--- src/rtl/apb_rr_master.sv ---
// apb_rr_master: two-requester round-robin APB master with a wait-state timeout.
// req_ready is the only combinational output; everything else is registered.
module apb_rr_master #(
  parameter int unsigned TIMEOUT_CYCLES = 16,
  parameter int unsigned ADDR_W         = 32
) (
  input  logic                pclk,
  input  logic                presetn,
  input  logic [1:0]          req_valid,
  input  logic [1:0]          req_write,
  input  logic [2*ADDR_W-1:0] req_addr,
  input  logic [63:0]         req_wdata,
  output logic [1:0]          req_ready,
  output logic [1:0]          rsp_valid,
  output logic [31:0]         rsp_rdata,
  output logic                rsp_err,
  output logic [ADDR_W-1:0]   paddr,
  output logic                psel,
  output logic                penable,
  output logic                pwrite,
  output logic [31:0]         pwdata,
  input  logic [31:0]         prdata,
  input  logic                pready,
  input  logic                pslverr
);

  localparam int unsigned      CNT_W     = $clog2(TIMEOUT_CYCLES + 1);
  localparam logic [CNT_W-1:0] WAIT_LAST = CNT_W'(TIMEOUT_CYCLES - 1);

  typedef enum logic [1:0] {
    S_IDLE   = 2'd0,
    S_SETUP  = 2'd1,
    S_ACCESS = 2'd2
  } state_t;

  state_t             r_state,     w_state_nxt;
  logic               r_last,      w_last_nxt;
  logic               r_gnt,       w_gnt_nxt;
  logic [CNT_W-1:0]   r_wait,      w_wait_nxt;
  logic               r_psel,      w_psel_nxt;
  logic               r_penable,   w_penable_nxt;
  logic               r_pwrite,    w_pwrite_nxt;
  logic [ADDR_W-1:0]  r_paddr,     w_paddr_nxt;
  logic [31:0]        r_pwdata,    w_pwdata_nxt;
  logic [1:0]         r_rsp_valid, w_rsp_valid_nxt;
  logic [31:0]        r_rsp_rdata, w_rsp_rdata_nxt;
  logic               r_rsp_err,   w_rsp_err_nxt;
  logic               w_sel;
  logic [1:0]         w_ready;

  // Round-robin pick: on a tie the requester not granted last wins.
  always_comb begin
    w_sel = 1'b0;
    if (req_valid == 2'b11) begin
      w_sel = ~r_last;
    end else if (req_valid[1]) begin
      w_sel = 1'b1;
    end
  end

  // Next-state and next-output decode for the IDLE/SETUP/ACCESS sequence.
  always_comb begin
    w_state_nxt     = r_state;
    w_last_nxt      = r_last;
    w_gnt_nxt       = r_gnt;
    w_wait_nxt      = r_wait;
    w_psel_nxt      = r_psel;
    w_penable_nxt   = r_penable;
    w_pwrite_nxt    = r_pwrite;
    w_paddr_nxt     = r_paddr;
    w_pwdata_nxt    = r_pwdata;
    w_rsp_valid_nxt = 2'b00;
    w_rsp_rdata_nxt = r_rsp_rdata;
    w_rsp_err_nxt   = r_rsp_err;
    w_ready         = 2'b00;
    case (r_state)
      S_IDLE: begin
        if (|req_valid) begin
          w_ready[w_sel] = 1'b1;
          w_state_nxt    = S_SETUP;
          w_last_nxt     = w_sel;
          w_gnt_nxt      = w_sel;
          w_wait_nxt     = '0;
          w_psel_nxt     = 1'b1;
          w_penable_nxt  = 1'b0;
          w_pwrite_nxt   = req_write[w_sel];
          w_paddr_nxt    = w_sel ? req_addr[2*ADDR_W-1:ADDR_W] : req_addr[ADDR_W-1:0];
          w_pwdata_nxt   = w_sel ? req_wdata[63:32] : req_wdata[31:0];
        end
      end
      S_SETUP: begin
        w_state_nxt   = S_ACCESS;
        w_penable_nxt = 1'b1;
      end
      S_ACCESS: begin
        if (pready) begin
          w_state_nxt            = S_IDLE;
          w_psel_nxt             = 1'b0;
          w_penable_nxt          = 1'b0;
          w_rsp_valid_nxt[r_gnt] = 1'b1;
          w_rsp_rdata_nxt        = r_pwrite ? 32'h0 : prdata;
          w_rsp_err_nxt          = pslverr;
        end else if (r_wait == WAIT_LAST) begin
          // Slave stalled too long: abort with an error response.
          w_state_nxt            = S_IDLE;
          w_psel_nxt             = 1'b0;
          w_penable_nxt          = 1'b0;
          w_rsp_valid_nxt[r_gnt] = 1'b1;
          w_rsp_rdata_nxt        = 32'h0;
          w_rsp_err_nxt          = 1'b1;
        end else begin
          w_wait_nxt = r_wait + CNT_W'(1);
        end
      end
      default: begin
        w_state_nxt   = S_IDLE;
        w_psel_nxt    = 1'b0;
        w_penable_nxt = 1'b0;
      end
    endcase
  end

  // State register.
  always_ff @(posedge pclk or negedge presetn) begin
    if (!presetn) begin
      r_state <= S_IDLE;
    end else begin
      r_state <= w_state_nxt;
    end
  end

  // Registered outputs, arbitration pointer and wait counter.
  always_ff @(posedge pclk or negedge presetn) begin
    if (!presetn) begin
      r_last      <= 1'b1;
      r_gnt       <= 1'b0;
      r_wait      <= '0;
      r_psel      <= 1'b0;
      r_penable   <= 1'b0;
      r_pwrite    <= 1'b0;
      r_paddr     <= '0;
      r_pwdata    <= 32'h0;
      r_rsp_valid <= 2'b00;
      r_rsp_rdata <= 32'h0;
      r_rsp_err   <= 1'b0;
    end else begin
      r_last      <= w_last_nxt;
      r_gnt       <= w_gnt_nxt;
      r_wait      <= w_wait_nxt;
      r_psel      <= w_psel_nxt;
      r_penable   <= w_penable_nxt;
      r_pwrite    <= w_pwrite_nxt;
      r_paddr     <= w_paddr_nxt;
      r_pwdata    <= w_pwdata_nxt;
      r_rsp_valid <= w_rsp_valid_nxt;
      r_rsp_rdata <= w_rsp_rdata_nxt;
      r_rsp_err   <= w_rsp_err_nxt;
    end
  end

  assign req_ready = presetn ? w_ready : 2'b00;
  assign rsp_valid = r_rsp_valid;
  assign rsp_rdata = r_rsp_rdata;
  assign rsp_err   = r_rsp_err;
  assign paddr     = r_paddr;
  assign psel      = r_psel;
  assign penable   = r_penable;
  assign pwrite    = r_pwrite;
  assign pwdata    = r_pwdata;

endmodule

--- config.mk ---
export PLATFORM = sky130hd
export DESIGN_NAME = apb_rr_master
export DESIGN_NICKNAME = d
export VERILOG_FILES = /design/src/rtl/apb_rr_master.sv
export SDC_FILE = /design/constraint.sdc
export NUM_CORES = 1
export LEC_CHECK = 0
export ABC_CLOCK_PERIOD_IN_PS = 2800
export CAP_MARGIN = 15
export CORE_MARGIN = 2
export CORE_UTILIZATION = 42
export CTS_BUF_LIST = sky130_fd_sc_hd__clkbuf_4
export DETAILED_ROUTE_END_ITERATION = 6
export GPL_TIMING_DRIVEN = 0
export HOLD_SLACK_MARGIN = 0.08
export PLACE_DENSITY = 0.87
export SYNTH_ARGS = -nofsm -noshare
export SYNTH_HDL_FRONTEND = slang
export SYNTH_SLANG_ARGS = --single-unit
--- constraint.sdc ---
create_clock -name pclk -period 2.8 [get_ports pclk]
set_input_delay 0.42 -clock pclk [delete_from_list [all_inputs] [get_ports pclk]]
set_output_delay 0.42 -clock pclk [all_outputs]
set_load 0.01 [all_outputs]
After elaboration in Yosys (flattened, before gate mapping)
Index checks and enable logic that the tools add are counted.
{ "classes": {"eq_ne": 8, "n_bitwise": 2, "mux": 35, "n_reduce_logical": 11, "addsub": 1, "order_cmp": 4} }
{ "ops": {"columns": ["op", "n"], "rows": [
  ["$mux W32", 5],
  ["$mux W2", 9],
  ["$mux W5", 3],
  ["$mux W1", 12],
  ["$pmux W5 S2", 1],
  ["$ne A2 B2 Y1 const B", 3],
  ["$pmux W1 S3", 2],
  ["$pmux W2 S3", 1],
  ["$reduce_and A2 Y1", 3],
  ["$add A5 B1 Y5 const B", 1],
  ["$eq A5 B4 Y1 const B", 1],
  ["$eq A2 B2 Y1 const B", 2],
  ["$lt A1 B2 Y1 const B", 2],
  ["$reduce_and A4 Y1", 1],
  ["$reduce_bool A2 Y1", 2],
  ["$ne A3 B3 Y1 const B", 1],
  ["$reduce_and A3 Y1", 1],
  ["$demux W1 S1", 2],
  ["$eq A2 B1 Y1 const B", 1],
  ["$ge A1 B1 Y1 const B", 2],
  ["$logic_and A1 B1 Y1", 2],
  ["$logic_not A2 Y1", 1],
  ["$not A1 Y1", 2],
  ["$reduce_or A2 Y1", 1]
]} }
{ "totals": {"reg_bits": 111, "inputBits": 168} }

Depth between registers and ports, before layout
{ "logic_depth": {"depth_word": 9, "depth_mapped": 6, "ltp_nobuf": 6} }

Worst setup path after synthesis
Ideal clock, no wire load.
{ "synth_timing": {"path_type": "register to register", "from": "reg r_wait[0]", "to": "reg r_wait[4]", "arrival_ps": 1703, "path_slack_ps": 973, "synth_period_minus_slack_ps": 1827, "stages_incl_launch_ff": 7, "path_buffers": 0, "setup_time_ps": 125, "cell_sequence": "dfrtp_1 ha_1 and3_1 ha_1 nor4b_2 a21oi_1 mux2_2"} }
{ "synth_between": {"elab_chain_cells": 4, "elab_cells_between_ends": 7} }
{ "synth_rtl": {"columns": ["element", "line_no", "source"], "rows": [
  ["start, declared", "39", "logic [CNT_W-1:0] r_wait, w_wait_nxt;"],
  ["start signal, assigned", "149", "r_wait <= w_wait_nxt;"],
  ["$add A5 B1 Y5", "112", "w_wait_nxt = r_wait + CNT_W'(1);"],
  ["$mux W5", "103", "end else if (r_wait == WAIT_LAST) begin"],
  ["$mux W5", "96", "if (pready) begin"],
  ["$pmux W5 S2", "76", "case (r_state)"]
]} }
Parallel ways exist; a longest one is shown, timed or not. The select of a mux whose other input is x is not followed.
A chain may end at the register's enable or synchronous reset.

Worst setup path in the final report
{ "layout_timing": {"from": "in req_valid[1]", "to": "out req_ready[0]"} }
{ "layout_between": {"elab_chain_cells": 9, "elab_cells_between_ends": 12} }
{ "layout_rtl": {"columns": ["element", "line_no", "source"], "rows": [
  ["start, declared", "9", "input logic [1:0] req_valid,"],
  ["$eq A2 B2 Y1 or $mux W1 (tied branches)", "54, 56", null],
  ["$mux W1", "54", "if (req_valid == 2'b11) begin"],
  ["$lt A1 B2 Y1 (not written as such) or $ge A1 B1 Y1 (tied branches)", "79", "w_ready[w_sel] = 1'b1;"],
  ["$logic_and A1 B1 Y1 (not written as such)", "79", null],
  ["$mux W1 (not written as such)", "79", null],
  ["$demux W1 S1", "79", null],
  ["$mux W2 (*)", "78", "if (|req_valid) begin"],
  ["$mux W2 (*)", "76", null],
  ["$mux W2 (*)", "161", "assign req_ready = presetn ? w_ready : 2'b00;"],
  ["end, declared", "13", "output logic [1:0] req_ready,"]
]} }
Every way passes the cells marked *; elsewhere a longest branch is shown, timed or not.

==> results.md <==
- M1 GR Usage: 0.2894
- Met2 Resource Use GR: 0.4643
- Initial antenna violation count: 0
- CTS tree: yes
- Ant. Diodes: 0
- Reg2Reg Setup Slack: 0.63 ns
- Starting Density: 0.4306
- RSZ-0062 raised after global routing: no
- Total track usage: 0.2617
- Worst r2r path cells: 6
- Post-Syn Nets: 608
- Vias per cell: 5.396
- Yosys warning count: 0
- Final #Nets: 893
- Placed Instance Area: 0.007601 mm²
- Row count: 38
- Pwr dens: 936.8 mW/mm²
- HP Class: in -> async
- FF+latch count, synth: 110
- GR Overflow Total: 0
- Peak supply drop: 0.5363 mV
- Total die area: 0.01202 mm²
- CP cell instances: clkdlybuf4s50_1 -> or2_1 -> buf_6 -> and3_4 -> buf_6 -> buf_6 -> and2_1 -> clkdlybuf4s50_1
- MaxCap Viol Count: 0
- Largest net degree at the start of global routing: 67
- Yosys cell types: 35
- Post-synth EDFFs: 0
- CTS root buffer: clkbuf_4
- Slew margin rel.: 0.5961
- GPL Wtd Cong: 0.8748
- Final Total Pwr: 7.284 mW
- Cell area after layout: 0.007775 mm²
- Routed Antenna Nets: 0
- Sequential-to-total area share from yosys stat: 0.5874
- Setup Skew: 0.01060 ns
- Worst R2R Start: r_wait[0]
- Critical Path AT: 2.32 ns
- CTS clk-pin slew, worst paths: 0.17 ns
- Critical Path Fanout Max: 10
- Via count: 4684
- Crit share post-route: 0.9773
- Final HPWL DP: 12040 µm
- Share of cells above drive strength 1: 0.07005
- Wire per inst: 17.91 µm
- Final Hold Viols: 0
- CP startpoint kind: input pin
- Max Root-Sink Buffers: 2
- Synth Instances: 438
- RR Endpoint: rsp_rdata[4]
- Core Box Area: 0.01089 mm²
- Ys async rst share: 1.000
- Die Wd: 109.7 µm
- WS Path Type: in -> out
- Final Critical Period: 2.737 ns
- Synthesis-to-finish area growth: 65.84%
- First-pass GRT wire length: 24040 µm
- Leakage: 3.345 nW
- CP max stage delay: 0.47 ns
- Vias in the first global route: 4784
- PortBufs: 271
- Top Usage Layer GRT: met2
- Post-synth top flop: dfrtp_1
- # DRC: 0
- Clk sinks: 110
- Cts bufs inserted: 9
- Post-route worst setup slack: 0.06348 ns
- Die Y: 109.7 µm
- Crit-path slowest cell: clkdlybuf4s50_1
- Worst-Margin Slew: 0.6046 ns
- Drt first-iter violations: 305
- Most common cell on crit path: buf_6
- Clk_lat worst skew: 0.46 ns
- Status: finished clean
- Setup slack after placement: -0.2530 ns
- Syn Area/Cell: 10.70 µm²
- Final wirelength: 15540 µm
- GR Util met3: 0.07825
- Mapped Area: 0.004688 mm²
- DRT Pass-1 Iters: 4
- H-tree Lvls: 3
- Hold slack: 0.4188 ns
- Fin. max-slew vios: 0
- Critical path required time: 2.38 ns
- Post-layout util: 0.7141
- Setup Viol. Count Final: 0
- I/O pin total: 272
- Maximum clock frequency: 365.4 MHz
- Type of destination of the critical path: output port
[metrics by stage]
stage	setup TNS, ns	instances
floorplan	0	438
global placement	-306.69	849
detailed placement	-0.2530	850
CTS	0	867
global route	0	868
finish	0	868
[cell type report]
| type | instances | area, µm² |
|---|---|---|
| Multi-Input combinational cell | 283 | 1729 |
| Sequential cell | 110 | 2755 |
| Buffer | 37 | 190.2 |
| Fill cell | 779 | 3113 |
| Clock inverter | 7 | 58.81 |
| Clock buffer | 9 | 67.56 |
| Tap cell | 140 | 175.2 |
| Timing Repair Buffer | 276 | 2776 |
| Inverter | 6 | 22.52 |
[cell families (layout without fill, tap and decap cells)]
logic type / Yosys count / count (layout) / synth area share
compound gates: 152 / 152 / 0.2301
simple gates: 126 / 126 / 0.1236
flops: 110 / 110 / 0.5874
buf+inv: 45 / 335 / 0.04697
fa+ha+maj: 2 / 2 / 0.005337
mux: 2 / 2 / 0.004804
xor+xnor: 1 / 1 / 0.001869
[what timing repair did]
action                                  CTS  global route
setup buffers                             1             2
pin swaps                                 1             1
hold buffers                              1             0
endpoints found under the setup margin    2             2
hold endpoints to repair                 44             0
gates resized for setup                   5             3
[worst max path at each step]
| stage | cells after the start | slack (ns) | endpoint | startpoint |
|---|---|---|---|---|
| after floorplan | 6 | 0.97 | r_wait[4] | r_wait[0] |
| after global routing | 6 | 0.01 | req_ready[0] | penable |
| final | 8 | 0.06 | req_ready[0] | req_valid[1] |
| after global placement | 3 | -3.15 | req_ready[1] | presetn |
| after detailed placement | 6 | -0.25 | req_ready[1] | req_valid[1] |
| after CTS | 6 | 0.02 | req_ready[1] | req_valid[1] |
[metal layers]
layer	wire (µm)	share of wire
met1	5790	0.37
met2	7901	0.51
met3	1383	0.089
met4	466	0.030
met5	0	0
[cell usage after synthesis, types with 2 or more instances]
cell | number | share of area
buf_2 | 17 | 0.018
a21oi_1 | 45 | 0.048
nand2_1 | 85 | 0.068
a221o_1 | 23 | 0.049
a31oi_1 | 42 | 0.056
dfrtp_1 | 109 | 0.58
ha_1 | 2 | 0.0053
a22o_1 | 35 | 0.065
and3_1 | 25 | 0.033
mux2_2 | 2 | 0.0048
inv_1 | 5 | 0.0040
nor2_1 | 5 | 0.0040
buf_6 | 4 | 0.0096
clkbuf_1 | 18 | 0.014
[flip-flops by register name, summed over array words and instances (netlist names)]
register and cells:
rsp_rdata 32, psel 1, penable 1, r_wait 5, r_gnt 1, pwdata 32, r_last 1, pwrite 1
paddr 32, rsp_err 1, rsp_valid 2, r_state 1
[layout by cell type (no fill, tap or decap), drive strengths merged, types with 2 or more instances in the layout]
master / n
a21oi: 45
a221o: 23
a22o: 35
a31oi: 42
and3: 26
buf: 24
clkbuf: 27
clkdlybuf4s50: 269
clkinvlp: 4
dfrtp: 109
ha: 2
inv: 8
mux2: 2
nand2: 85
nor2: 6
nor4b: 2
or2: 2
[critical path: cells and delay by family]
family	cells	cell delay (ns)
buffers and inverters	5	1.31
AND/OR/NAND/NOR	3	0.58
[power breakdown]
group          leakage, nW  internal (mW)  switching [mW]
clock               0.0567          0.193           0.552
sequential            1.34           2.30           0.430
combinational         1.95           2.12            1.69
Power figures use the tool's default switching activity.
